--- src/rtl/eth_tx_arb_pkg.sv ---
// Shared types and elaboration helpers for the Ethernet TX frame arbiter.
package eth_tx_arb_pkg;

    typedef enum logic [1:0] {
        ST_IDLE = 2'd0,
        ST_PASS = 2'd1,
        ST_DROP = 2'd2
    } arb_state_t;

    function automatic int unsigned cnt_width(input int unsigned max_len);
        return $clog2(max_len + 1);
    endfunction

    function automatic bit num_inputs_ok(input int unsigned n);
        return (n >= 2) && (n <= 8);
    endfunction

endpackage

--- src/rtl/eth_tx_frame_arbiter_rr_pick.sv ---
// Combinational round-robin selector: first requester found after 'last', wrapping modulo N.
module rr_pick
    import eth_tx_arb_pkg::*;
#(
    parameter int unsigned C_NUM_INPUTS = 2
) (
    input  logic [C_NUM_INPUTS-1:0]         req,
    input  logic [$clog2(C_NUM_INPUTS)-1:0] last,
    output logic [C_NUM_INPUTS-1:0]         gnt,
    output logic [$clog2(C_NUM_INPUTS)-1:0] idx
);

    localparam int unsigned IW = $clog2(C_NUM_INPUTS);

    int unsigned cand;
    logic        found;

    always_comb begin
        gnt   = '0;
        idx   = '0;
        found = 1'b0;
        cand  = 0;
        for (int unsigned k = 1; k <= C_NUM_INPUTS; k++) begin
            cand = (32'(last) + k) % C_NUM_INPUTS;
            if (!found && req[cand[IW-1:0]]) begin
                found                = 1'b1;
                gnt[cand[IW-1:0]]    = 1'b1;
                idx                  = cand[IW-1:0];
            end
        end
    end

endmodule

--- src/rtl/eth_tx_frame_arbiter.sv ---
// Frame-granular round-robin arbiter feeding one 8-bit MAC TX AXI-Stream port.
// Frames longer than C_MAX_FRAME_LEN are cut, flagged as errored, and their tail drained.
module eth_tx_frame_arbiter
    import eth_tx_arb_pkg::*;
#(
    parameter int unsigned C_NUM_INPUTS    = 2,
    parameter int unsigned C_MAX_FRAME_LEN = 1522
) (
    input  logic                        gtx_clk,
    input  logic                        gtx_rst_n,
    input  logic [8*C_NUM_INPUTS-1:0]   s_axis_tdata,
    input  logic [C_NUM_INPUTS-1:0]     s_axis_tvalid,
    input  logic [C_NUM_INPUTS-1:0]     s_axis_tlast,
    input  logic [C_NUM_INPUTS-1:0]     s_axis_tuser,
    output logic [C_NUM_INPUTS-1:0]     s_axis_tready,
    output logic [7:0]                  m_axis_tdata,
    output logic                        m_axis_tvalid,
    output logic                        m_axis_tlast,
    output logic                        m_axis_tuser,
    input  logic                        m_axis_tready,
    output logic [C_NUM_INPUTS-1:0]     grant,
    output logic                        truncated
);

    localparam int unsigned   IW       = $clog2(C_NUM_INPUTS);
    localparam int unsigned   CW       = cnt_width(C_MAX_FRAME_LEN);
    localparam logic [CW-1:0] MAX_CNT  = CW'(C_MAX_FRAME_LEN);
    localparam logic [CW-1:0] LAST_CNT = CW'(C_MAX_FRAME_LEN - 1);

    if (!num_inputs_ok(C_NUM_INPUTS)) begin : g_bad_num_inputs
        $error("eth_tx_frame_arbiter: C_NUM_INPUTS must be 2..8");
    end

    arb_state_t               state;
    logic [1:0]               rst_sync;
    logic                     rst_n_int;
    logic [IW-1:0]            last_idx;
    logic [CW-1:0]            byte_cnt;
    logic [C_NUM_INPUTS-1:0]  pick_gnt;
    logic [IW-1:0]            pick_idx;
    logic [7:0]               in_data;
    logic                     in_valid;
    logic                     in_last;
    logic                     in_user;
    logic                     stage_ready;
    logic                     accept;
    logic                     at_max;
    logic                     cut;

    // Reset asserts immediately but releases two edges later, so no flop sees a runt release.
    always_ff @(posedge gtx_clk or negedge gtx_rst_n) begin
        if (!gtx_rst_n) rst_sync <= '0;
        else            rst_sync <= {rst_sync[0], 1'b1};
    end
    assign rst_n_int = rst_sync[1];

    rr_pick #(.C_NUM_INPUTS(C_NUM_INPUTS)) u_rr_pick (
        .req  (s_axis_tvalid),
        .last (last_idx),
        .gnt  (pick_gnt),
        .idx  (pick_idx)
    );

    // last_idx doubles as the current owner's index while a frame is in progress.
    always_comb begin
        in_data  = s_axis_tdata[{last_idx, 3'b000} +: 8];
        in_valid = s_axis_tvalid[last_idx];
        in_last  = s_axis_tlast[last_idx];
        in_user  = s_axis_tuser[last_idx];
    end

    assign stage_ready = ~m_axis_tvalid | m_axis_tready;

    always_comb begin
        s_axis_tready = '0;
        case (state)
            ST_PASS: s_axis_tready = grant & {C_NUM_INPUTS{stage_ready}};
            ST_DROP: s_axis_tready = grant;
            default: s_axis_tready = '0;
        endcase
    end

    assign accept = in_valid & s_axis_tready[last_idx];
    assign at_max = (byte_cnt == LAST_CNT);
    assign cut    = (state == ST_PASS) & accept & at_max & ~in_last;

    always_ff @(posedge gtx_clk or negedge rst_n_int) begin
        if (!rst_n_int) begin
            state    <= ST_IDLE;
            grant    <= '0;
            last_idx <= IW'(C_NUM_INPUTS - 1);
        end else begin
            case (state)
                ST_IDLE: if (|s_axis_tvalid) begin
                    state    <= ST_PASS;
                    grant    <= pick_gnt;
                    last_idx <= pick_idx;
                end
                ST_PASS: if (accept) begin
                    if (in_last) begin
                        state <= ST_IDLE;
                        grant <= '0;
                    end else if (at_max) begin
                        state <= ST_DROP;
                    end
                end
                ST_DROP: if (accept && in_last) begin
                    state <= ST_IDLE;
                    grant <= '0;
                end
                default: begin
                    state <= ST_IDLE;
                    grant <= '0;
                end
            endcase
        end
    end

    always_ff @(posedge gtx_clk or negedge rst_n_int) begin
        if (!rst_n_int)                              byte_cnt <= '0;
        else if (state == ST_IDLE)                   byte_cnt <= '0;
        else if (accept && (byte_cnt != MAX_CNT))    byte_cnt <= byte_cnt + CW'(1);
    end

    always_ff @(posedge gtx_clk or negedge rst_n_int) begin
        if (!rst_n_int) begin
            m_axis_tdata  <= '0;
            m_axis_tvalid <= 1'b0;
            m_axis_tlast  <= 1'b0;
            m_axis_tuser  <= 1'b0;
            truncated     <= 1'b0;
        end else begin
            truncated <= cut;
            if (stage_ready) begin
                m_axis_tvalid <= (state == ST_PASS) & accept;
                if ((state == ST_PASS) && accept) begin
                    m_axis_tdata <= in_data;
                    m_axis_tlast <= in_last | at_max;
                    m_axis_tuser <= in_user | (at_max & ~in_last);
                end
            end
        end
    end

endmodule

--- config.mk ---
export PLATFORM = sky130hd
export DESIGN_NAME = eth_tx_frame_arbiter
export DESIGN_NICKNAME = d
export VERILOG_FILES = /design/src/rtl/eth_tx_arb_pkg.sv /design/src/rtl/eth_tx_frame_arbiter_rr_pick.sv /design/src/rtl/eth_tx_frame_arbiter.sv
export SDC_FILE = /design/constraint.sdc
export NUM_CORES = 1
export LEC_CHECK = 0
export ABC_AREA = 1
export CORE_AREA = 2 2 69 65
export CTS_CLUSTER_DIAMETER = 40
export DETAILED_ROUTE_END_ITERATION = 6
export DIE_AREA = 0 0 71 67
export PLACE_DENSITY = 0.77
export SLEW_MARGIN = 20
export SYNTH_ARGS = -nofsm -noshare
export SYNTH_HDL_FRONTEND = slang
export SYNTH_SLANG_ARGS = --single-unit
export TNS_END_PERCENT = 50
--- constraint.sdc ---
create_clock -name gtx_clk -period 1.3 [get_ports gtx_clk]
set_clock_uncertainty 0.1 [all_clocks]
set_input_delay 0.26 -clock gtx_clk [delete_from_list [all_inputs] [get_ports gtx_clk]]
set_output_delay 0.26 -clock gtx_clk [all_outputs]
set_load 0.02 [all_outputs]
**Yosys cells after proc, flatten, opt, wreduce, memory -nomap -nowiden**

Index checks and enable logic that the tools add are counted.

- Bitwise operators: 12
- $add $sub $neg: 3
- $lt $le $gt $ge: 5
- Eq/ne operators: 9
- Reductions and logical operators: 14
- Mux-type cells: 34
- Shift-type cells: 1

Operators with widths:

| kind | number |
|---|---|
| two-way mux 11 bit | 2 |
| two-way mux 2 bit | 10 |
| two-way mux 1 bit | 17 |
| indexed part select 16 x 5 -> 8 bit | 1 |
| case mux 2 bit (3 select lines) | 2 |
| adder 11 x 1 -> 11 bit, second input constant | 1 |
| == test 11 bit, second input constant | 1 |
| inequality test 11 bit, second input constant | 1 |
| inequality test 2 bit, second input constant | 4 |
| AND reduction 4 bit | 2 |
| logical AND 1 bit | 6 |
| less-than comparator 1 x 2 -> 1 bit, second input constant | 3 |
| bitwise AND 1 bit | 5 |
| case mux 2 bit (2 select lines) | 1 |
| AND reduction 2 bit | 2 |
| inequality test 3 bit, second input constant | 1 |
| OR 1 bit | 3 |
| adder 1 bit, second input constant | 2 |
| bitwise AND 2 bit | 1 |
| demux 1 bit (select 1 bit) | 2 |
| == test 2 x 1 -> 1 bit, second input constant | 1 |
| == test 2 bit, second input constant | 1 |
| >= comparator 1 bit, second input constant | 2 |
| zero test 2 bit | 1 |
| 5 further kinds | 6 |

- Input port bits: 25
- Register bits after elaboration: 30
- Output and inout bits: 16
- Logic and storage cells: 88

**Depth between registers and ports, before layout**

- Depth in word-level cells: 10
- Gate-level depth with buffers: 12

**Hierarchy**

Synthesis repeated with hierarchy kept, for this count alone.

- Cells, all modules: 227
- Area, all modules: 1,771.7 µm²

By module, submodules not included:

| module | sequential area each (µm²) | cells each | area each (µm²) | times used |
|---|---|---|---|---|
| eth_tx_frame_arbiter | 752.0 | 221 | 1,746.7 | 1 |
| rr_pick | 0.0 | 6 | 25.0 | 1 |

**Worst setup path after synthesis**

OpenSTA, ideal clock, no wires.

- Kind: reg2reg
- Start: reg state[1]
- End: reg m_axis_tdata[0]
- Setup time: 0.126 ns
- Cell stages (with the launch flop): 9
- Arrival: 1.437 ns
- Setup slack: -0.363 ns
- Period minus slack after synthesis: 1.663 ns
- Cells stage by stage: dfrtp_1 > inv_1 > ha_1 > nand2_2 > nand2_4 > nand3_4 > a21oi_4 > buf_6 > a31oi_1

- Cells in the longest elaborated chain, start to end: 7
- Elaborated cells on any way between the ends: 8
- Those cells by class: eq/ne (2); mux (3); bitwise (1); reduce/logical (2)

Ends and longest elaborated chain:

| element | RTL line | text |
|---|---|---|
| start, declared | eth_tx_frame_arbiter.sv:34 | `arb_state_t state;` |
| start signal, assigned | eth_tx_frame_arbiter.sv:89 | `state <= ST_IDLE;` |
| start signal, assigned | eth_tx_frame_arbiter.sv:95 | `state <= ST_PASS;` |
| start signal, assigned | eth_tx_frame_arbiter.sv:101 | `state <= ST_IDLE;` |
| == test 2 bit or == test 2 x 1 -> 1 bit (tied branches) | eth_tx_frame_arbiter.sv:76, eth_tx_frame_arbiter.sv:136 |  |
| case mux 2 bit (2 select lines) | eth_tx_frame_arbiter.sv:76 | `case (state)` |
| two-way mux 1 bit (implied by the code) (2 in series) | eth_tx_frame_arbiter.sv:83 | `assign accept = in_valid & s_axis_tready[last_idx];` |
| bitwise AND 1 bit | eth_tx_frame_arbiter.sv:83 |  |
| logical AND 1 bit * | eth_tx_frame_arbiter.sv:136 | `if ((state == ST_PASS) && accept) begin` |
| AND reduction 2 bit (no source line) * | n/a |  |
| end signal, assigned | eth_tx_frame_arbiter.sv:137 | `m_axis_tdata <= in_data;` |
| end, declared | eth_tx_frame_arbiter.sv:16 | `output logic [7:0] m_axis_tdata,` |

Every way passes the cells marked *; elsewhere a longest branch is shown, timed or not. The select of a mux whose other input is x is not followed.
A chain may end at the register's enable or synchronous reset.

**Worst setup path after layout**

- Start: reg state[0]
- End: reg byte_cnt[8]

- Cells in the longest elaborated chain, start to end: 7
- Elaborated cells on any way between the ends: 10
- Those cells by class: eq/ne (2); mux (4); bitwise (1); reduce/logical (3)

Ends and longest elaborated chain:

| element | RTL line | text |
|---|---|---|
| == test 2 bit or == test 2 x 1 -> 1 bit (tied branches) | eth_tx_frame_arbiter.sv:76 |  |
| case mux 2 bit (2 select lines) | eth_tx_frame_arbiter.sv:76 |  |
| two-way mux 1 bit (implied by the code) (2 in series) | eth_tx_frame_arbiter.sv:83 |  |
| bitwise AND 1 bit | eth_tx_frame_arbiter.sv:83 |  |
| logical AND 1 bit | eth_tx_frame_arbiter.sv:122 | `else if (accept && (byte_cnt != MAX_CNT)) byte_cnt <= byte_cnt + CW'(1);` |
| nonzero test 2 bit (no source line) | n/a |  |
| end signal, assigned | eth_tx_frame_arbiter.sv:122 |  |
| end, declared | eth_tx_frame_arbiter.sv:38 | `logic [CW-1:0] byte_cnt;` |

Several ways; a longest one is shown, not always the timed one. The select of a mux whose other input is x is not followed.

==> results.ini <==
[outcome]
status=finished, violations left
violations=negative setup slack

[sta]
hold_viol_final=0
maxSlewViolCount=0
period_needed_ns=1.83
finalSetupViolCount=30
fmaxAchievable_mhz=548
rsz0062_at_grt=yes
setup_slack_ns=-0.526
period_share_pct=140

[detailed_routing]
via_per_inst=4.78
wl_per_cell_um=13.1
drc_errors=0
antenna_left=0
drt_first_pass_iters=4
dr_total_vias=1763
wl_um=4840
first_iter_violations=75

[setup_path]
cp_top_family=simple AND/OR/NAND/NOR gates
cp-start-kind=flip-flop
crit_type=flip-flop to flip-flop
r2r_start=state[0]$_DFFE_PN0P_
rr_endpoint=byte_cnt[8]$_DFFE_PN0P_
max_stage_delay_ns=0.39
cp.arrival_ns=1.94
crit_buf_inv=4
required_ns=1.41
ff2ff_path_depth=12
endpoint_kind=flip-flop
crit_path_max_fanout=6
path_cells=inv_2, ha_4, nand2_4, buf_6, inv_4, nand3_4, nand2_4, nand2_8, buf_12, nand2_8, nand2_2, o21ai_2
r2r_setup_slack_ns=-0.53
cp_slowest_cell=dfrtp_1

[logic_synthesis]
muxShareOfSynthArea_pct=0
synth_xor_area_share_pct=2.51
postSynthAreaPerCell_sq_um=7.85
yosys.area_share.simple_pct=33.1
syn_area_sq_mm=0.00174
synth_top_family_by_area=simple AND/OR/NAND/NOR gates
ys_seq_area_share_pct=43.1
synth_compound_area_share_pct=9.19
syn_inst=222
synth_fp_nets=253
synth_cell_types=28
ys_ff_latch=30
synth_fa_ha_area_share_pct=4.31
yosys_warnings=0

[placement]
place_congestion=0.852
portBuffers=40
place_hpwl_um=3080

[floorplanning]
die_y_um=67
die_area_sq_mm=0.00476
io_pins=41
core_area_sq_mm=0.00399
fp.dieW_um=71
rows=22
start_util_pct=43.7

[cts]
cts_tree=yes
cts_buffers=5
clk_path_buf_depth=2
cts-root-buf=clkbuf_8
cts.sinks=30
htreeDepth=2
clkTransAtPathRegs_ns=0.07
clk_latency_ns=0.28

[final_layout]
postLayoutCoreUtil_pct=71.9
final_nets=351
synthToLayoutAreaGrowth_pct=64.7
num_antenna_cells=0
drive_gt1_share_pct=38.6

[global_route]
antenna_found_initial=0
grt_pass1_vias=1732
grtUsageMet2_pct=37.1
grt-busiest-layer=met2
grt_overflow=0
grt_usage_pct=21.5
grt_use_met3_pct=4.84
grt_pass1_wl_um=7850
use_met1_pct=25.5
grt_max_degree=29

[pwr]
total_power_mw=4.94
power_density_mw_per_mm2=1720
p_leak_nw=1.40
irDropWorstVdd_mv=1.04

[flow_run]
drv_cap=0

[hold_path]
hold_path_class=input port to asynchronous set/reset pin

placed cells by master, fill, tap and decap left out, drive strengths merged:
master / Yosys / layout
o22ai: 1 / 1
nor2: 30 / 30
dfrtp: 29 / 29
clkdlybuf4s15: 0 / 3
or2: 1 / 1
nand4: 5 / 5
xor2: 5 / 5
conb: 1 / 1
a21oi: 4 / 4
clkinv: 2 / 3
and2: 1 / 1
dfstp: 1 / 1
inv: 24 / 24
and3: 1 / 1
nand3: 15 / 15
nand2: 67 / 68
buf: 2 / 68
clkbuf: 3 / 7
nor3: 6 / 6
clkdlybuf4s50: 0 / 24
o21ai: 10 / 10
a31oi: 8 / 8
ha: 6 / 6
layout make-up:
| class | count | area (sq um) |
|---|---|---|
| multi-input cells | 162 | 1010 |
| clock buffers | 7 | 86.3 |
| repair buffers | 95 | 845 |
| fillers | 308 | 1120 |
| clock inverters | 1 | 5.00 |
| flip-flops and latches | 30 | 752 |
| inverters | 26 | 108 |
| well taps | 48 | 60.1 |
registers in the layout, indices dropped and copies added (netlist names):
signal         count
byte_cnt          11
m_axis_tdata       8
grant              2
rst_sync           2
state              2
last_idx           1
m_axis_tlast       1
m_axis_tuser       1
m_axis_tvalid      1
truncated          1
cell families (layout without fill, tap and decap cells):
| logic type | Yosys count | in the layout |
|---|---|---|
| AOI/OAI and AO/OA | 23 | 23 |
| xor gates and xnor gates | 5 | 5 |
| buffers and inverters | 31 | 129 |
| and+or+nand+nor | 126 | 127 |
| DFF | 30 | 30 |
| adders and majority gates | 6 | 6 |
| other | 1 | 1 |
per-stage QoR:
step	cells	hold WS, ns	instance area (sq um)	setup slack (ns)	TNS, ns
5_1_grt	369	0.0333	2870	-0.600	-15.74
3_5_place_dp	353	0.156	2540	-0.773	-17.24
2_1_floorplan	222	-0.136	1750	-0.337	-8.32
6_report	369	0.0292	2870	-0.526	-13.25
3_3_place_gp	353	0.153	2540	-0.756	-17.06
4_1_cts	367	0.0255	2840	-0.442	-11.81
how the worst max path moves through the flow:
stage,slack [ns],depth (start not counted),from,endpoint
after floorplan,-0.34,8,state[1]$_DFFE_PN0P_,m_axis_tdata[0]$_DFFE_PN0P_
after global placement,-0.76,8,m_axis_tready,s_axis_tready[0]
after detailed placement,-0.77,8,m_axis_tready,s_axis_tready[1]
after CTS,-0.44,12,state[1]$_DFFE_PN0P_,byte_cnt[1]$_DFFE_PN0P_
after global routing,-0.60,12,state[0]$_DFFE_PN0P_,grant[1]$_DFFE_PN0P_
final,-0.53,12,state[0]$_DFFE_PN0P_,byte_cnt[8]$_DFFE_PN0P_
power breakdown:
group	internal, mW	switching, mW	leakage, nW
Clock	0.426	0.358	0.0482
Sequential	1.15	0.143	0.395
Combinational	1.27	1.60	0.952
Yosys cell counts:
library cell | instances | area share [%]
nand2_2 | 4 | 1.4
o21ai_1 | 2 | 0.57
dfstp_2 | 1 | 1.5
inv_2 | 3 | 0.65
o21ai_2 | 6 | 3.0
nor3_1 | 6 | 1.7
and3_1 | 1 | 0.36
buf_6 | 2 | 1.3
nand2_4 | 3 | 1.9
nand2_1 | 60 | 13
clkinv_1 | 2 | 0.43
a21oi_1 | 3 | 0.86
o21ai_0 | 2 | 0.57
xor2_1 | 5 | 2.5
and2_1 | 1 | 0.36
or2_1 | 1 | 0.36
nand3_1 | 13 | 3.7
nand4_1 | 5 | 1.8
conb_1 | 1 | 0.22
o22ai_1 | 1 | 0.36
nand3_4 | 2 | 2.0
a21oi_4 | 1 | 0.93
clkbuf_1 | 3 | 0.65
dfrtp_1 | 29 | 42
inv_1 | 21 | 4.5
a31oi_1 | 8 | 2.9
nor2_1 | 30 | 6.5
ha_1 | 6 | 4.3
repair_timing:
action	CTS	global route
endpoints found under the hold margin	0	0
hold buffers	0	0
gates resized for setup	87	28
endpoints found under the setup margin	44	41
pin swaps	7	5
setup buffers	5	2
gates cloned	1	0
metal layers:
| layer | up-vias | routed length (um) |
|---|---|---|
| li1 | 904 | - |
| met1 | 807 | 2130 |
| met2 | 44 | 2420 |
| met3 | 8 | 202 |
| met4 | 0 | 91 |
| met5 | - | 0 |
Power figures use the tool's default switching activity.
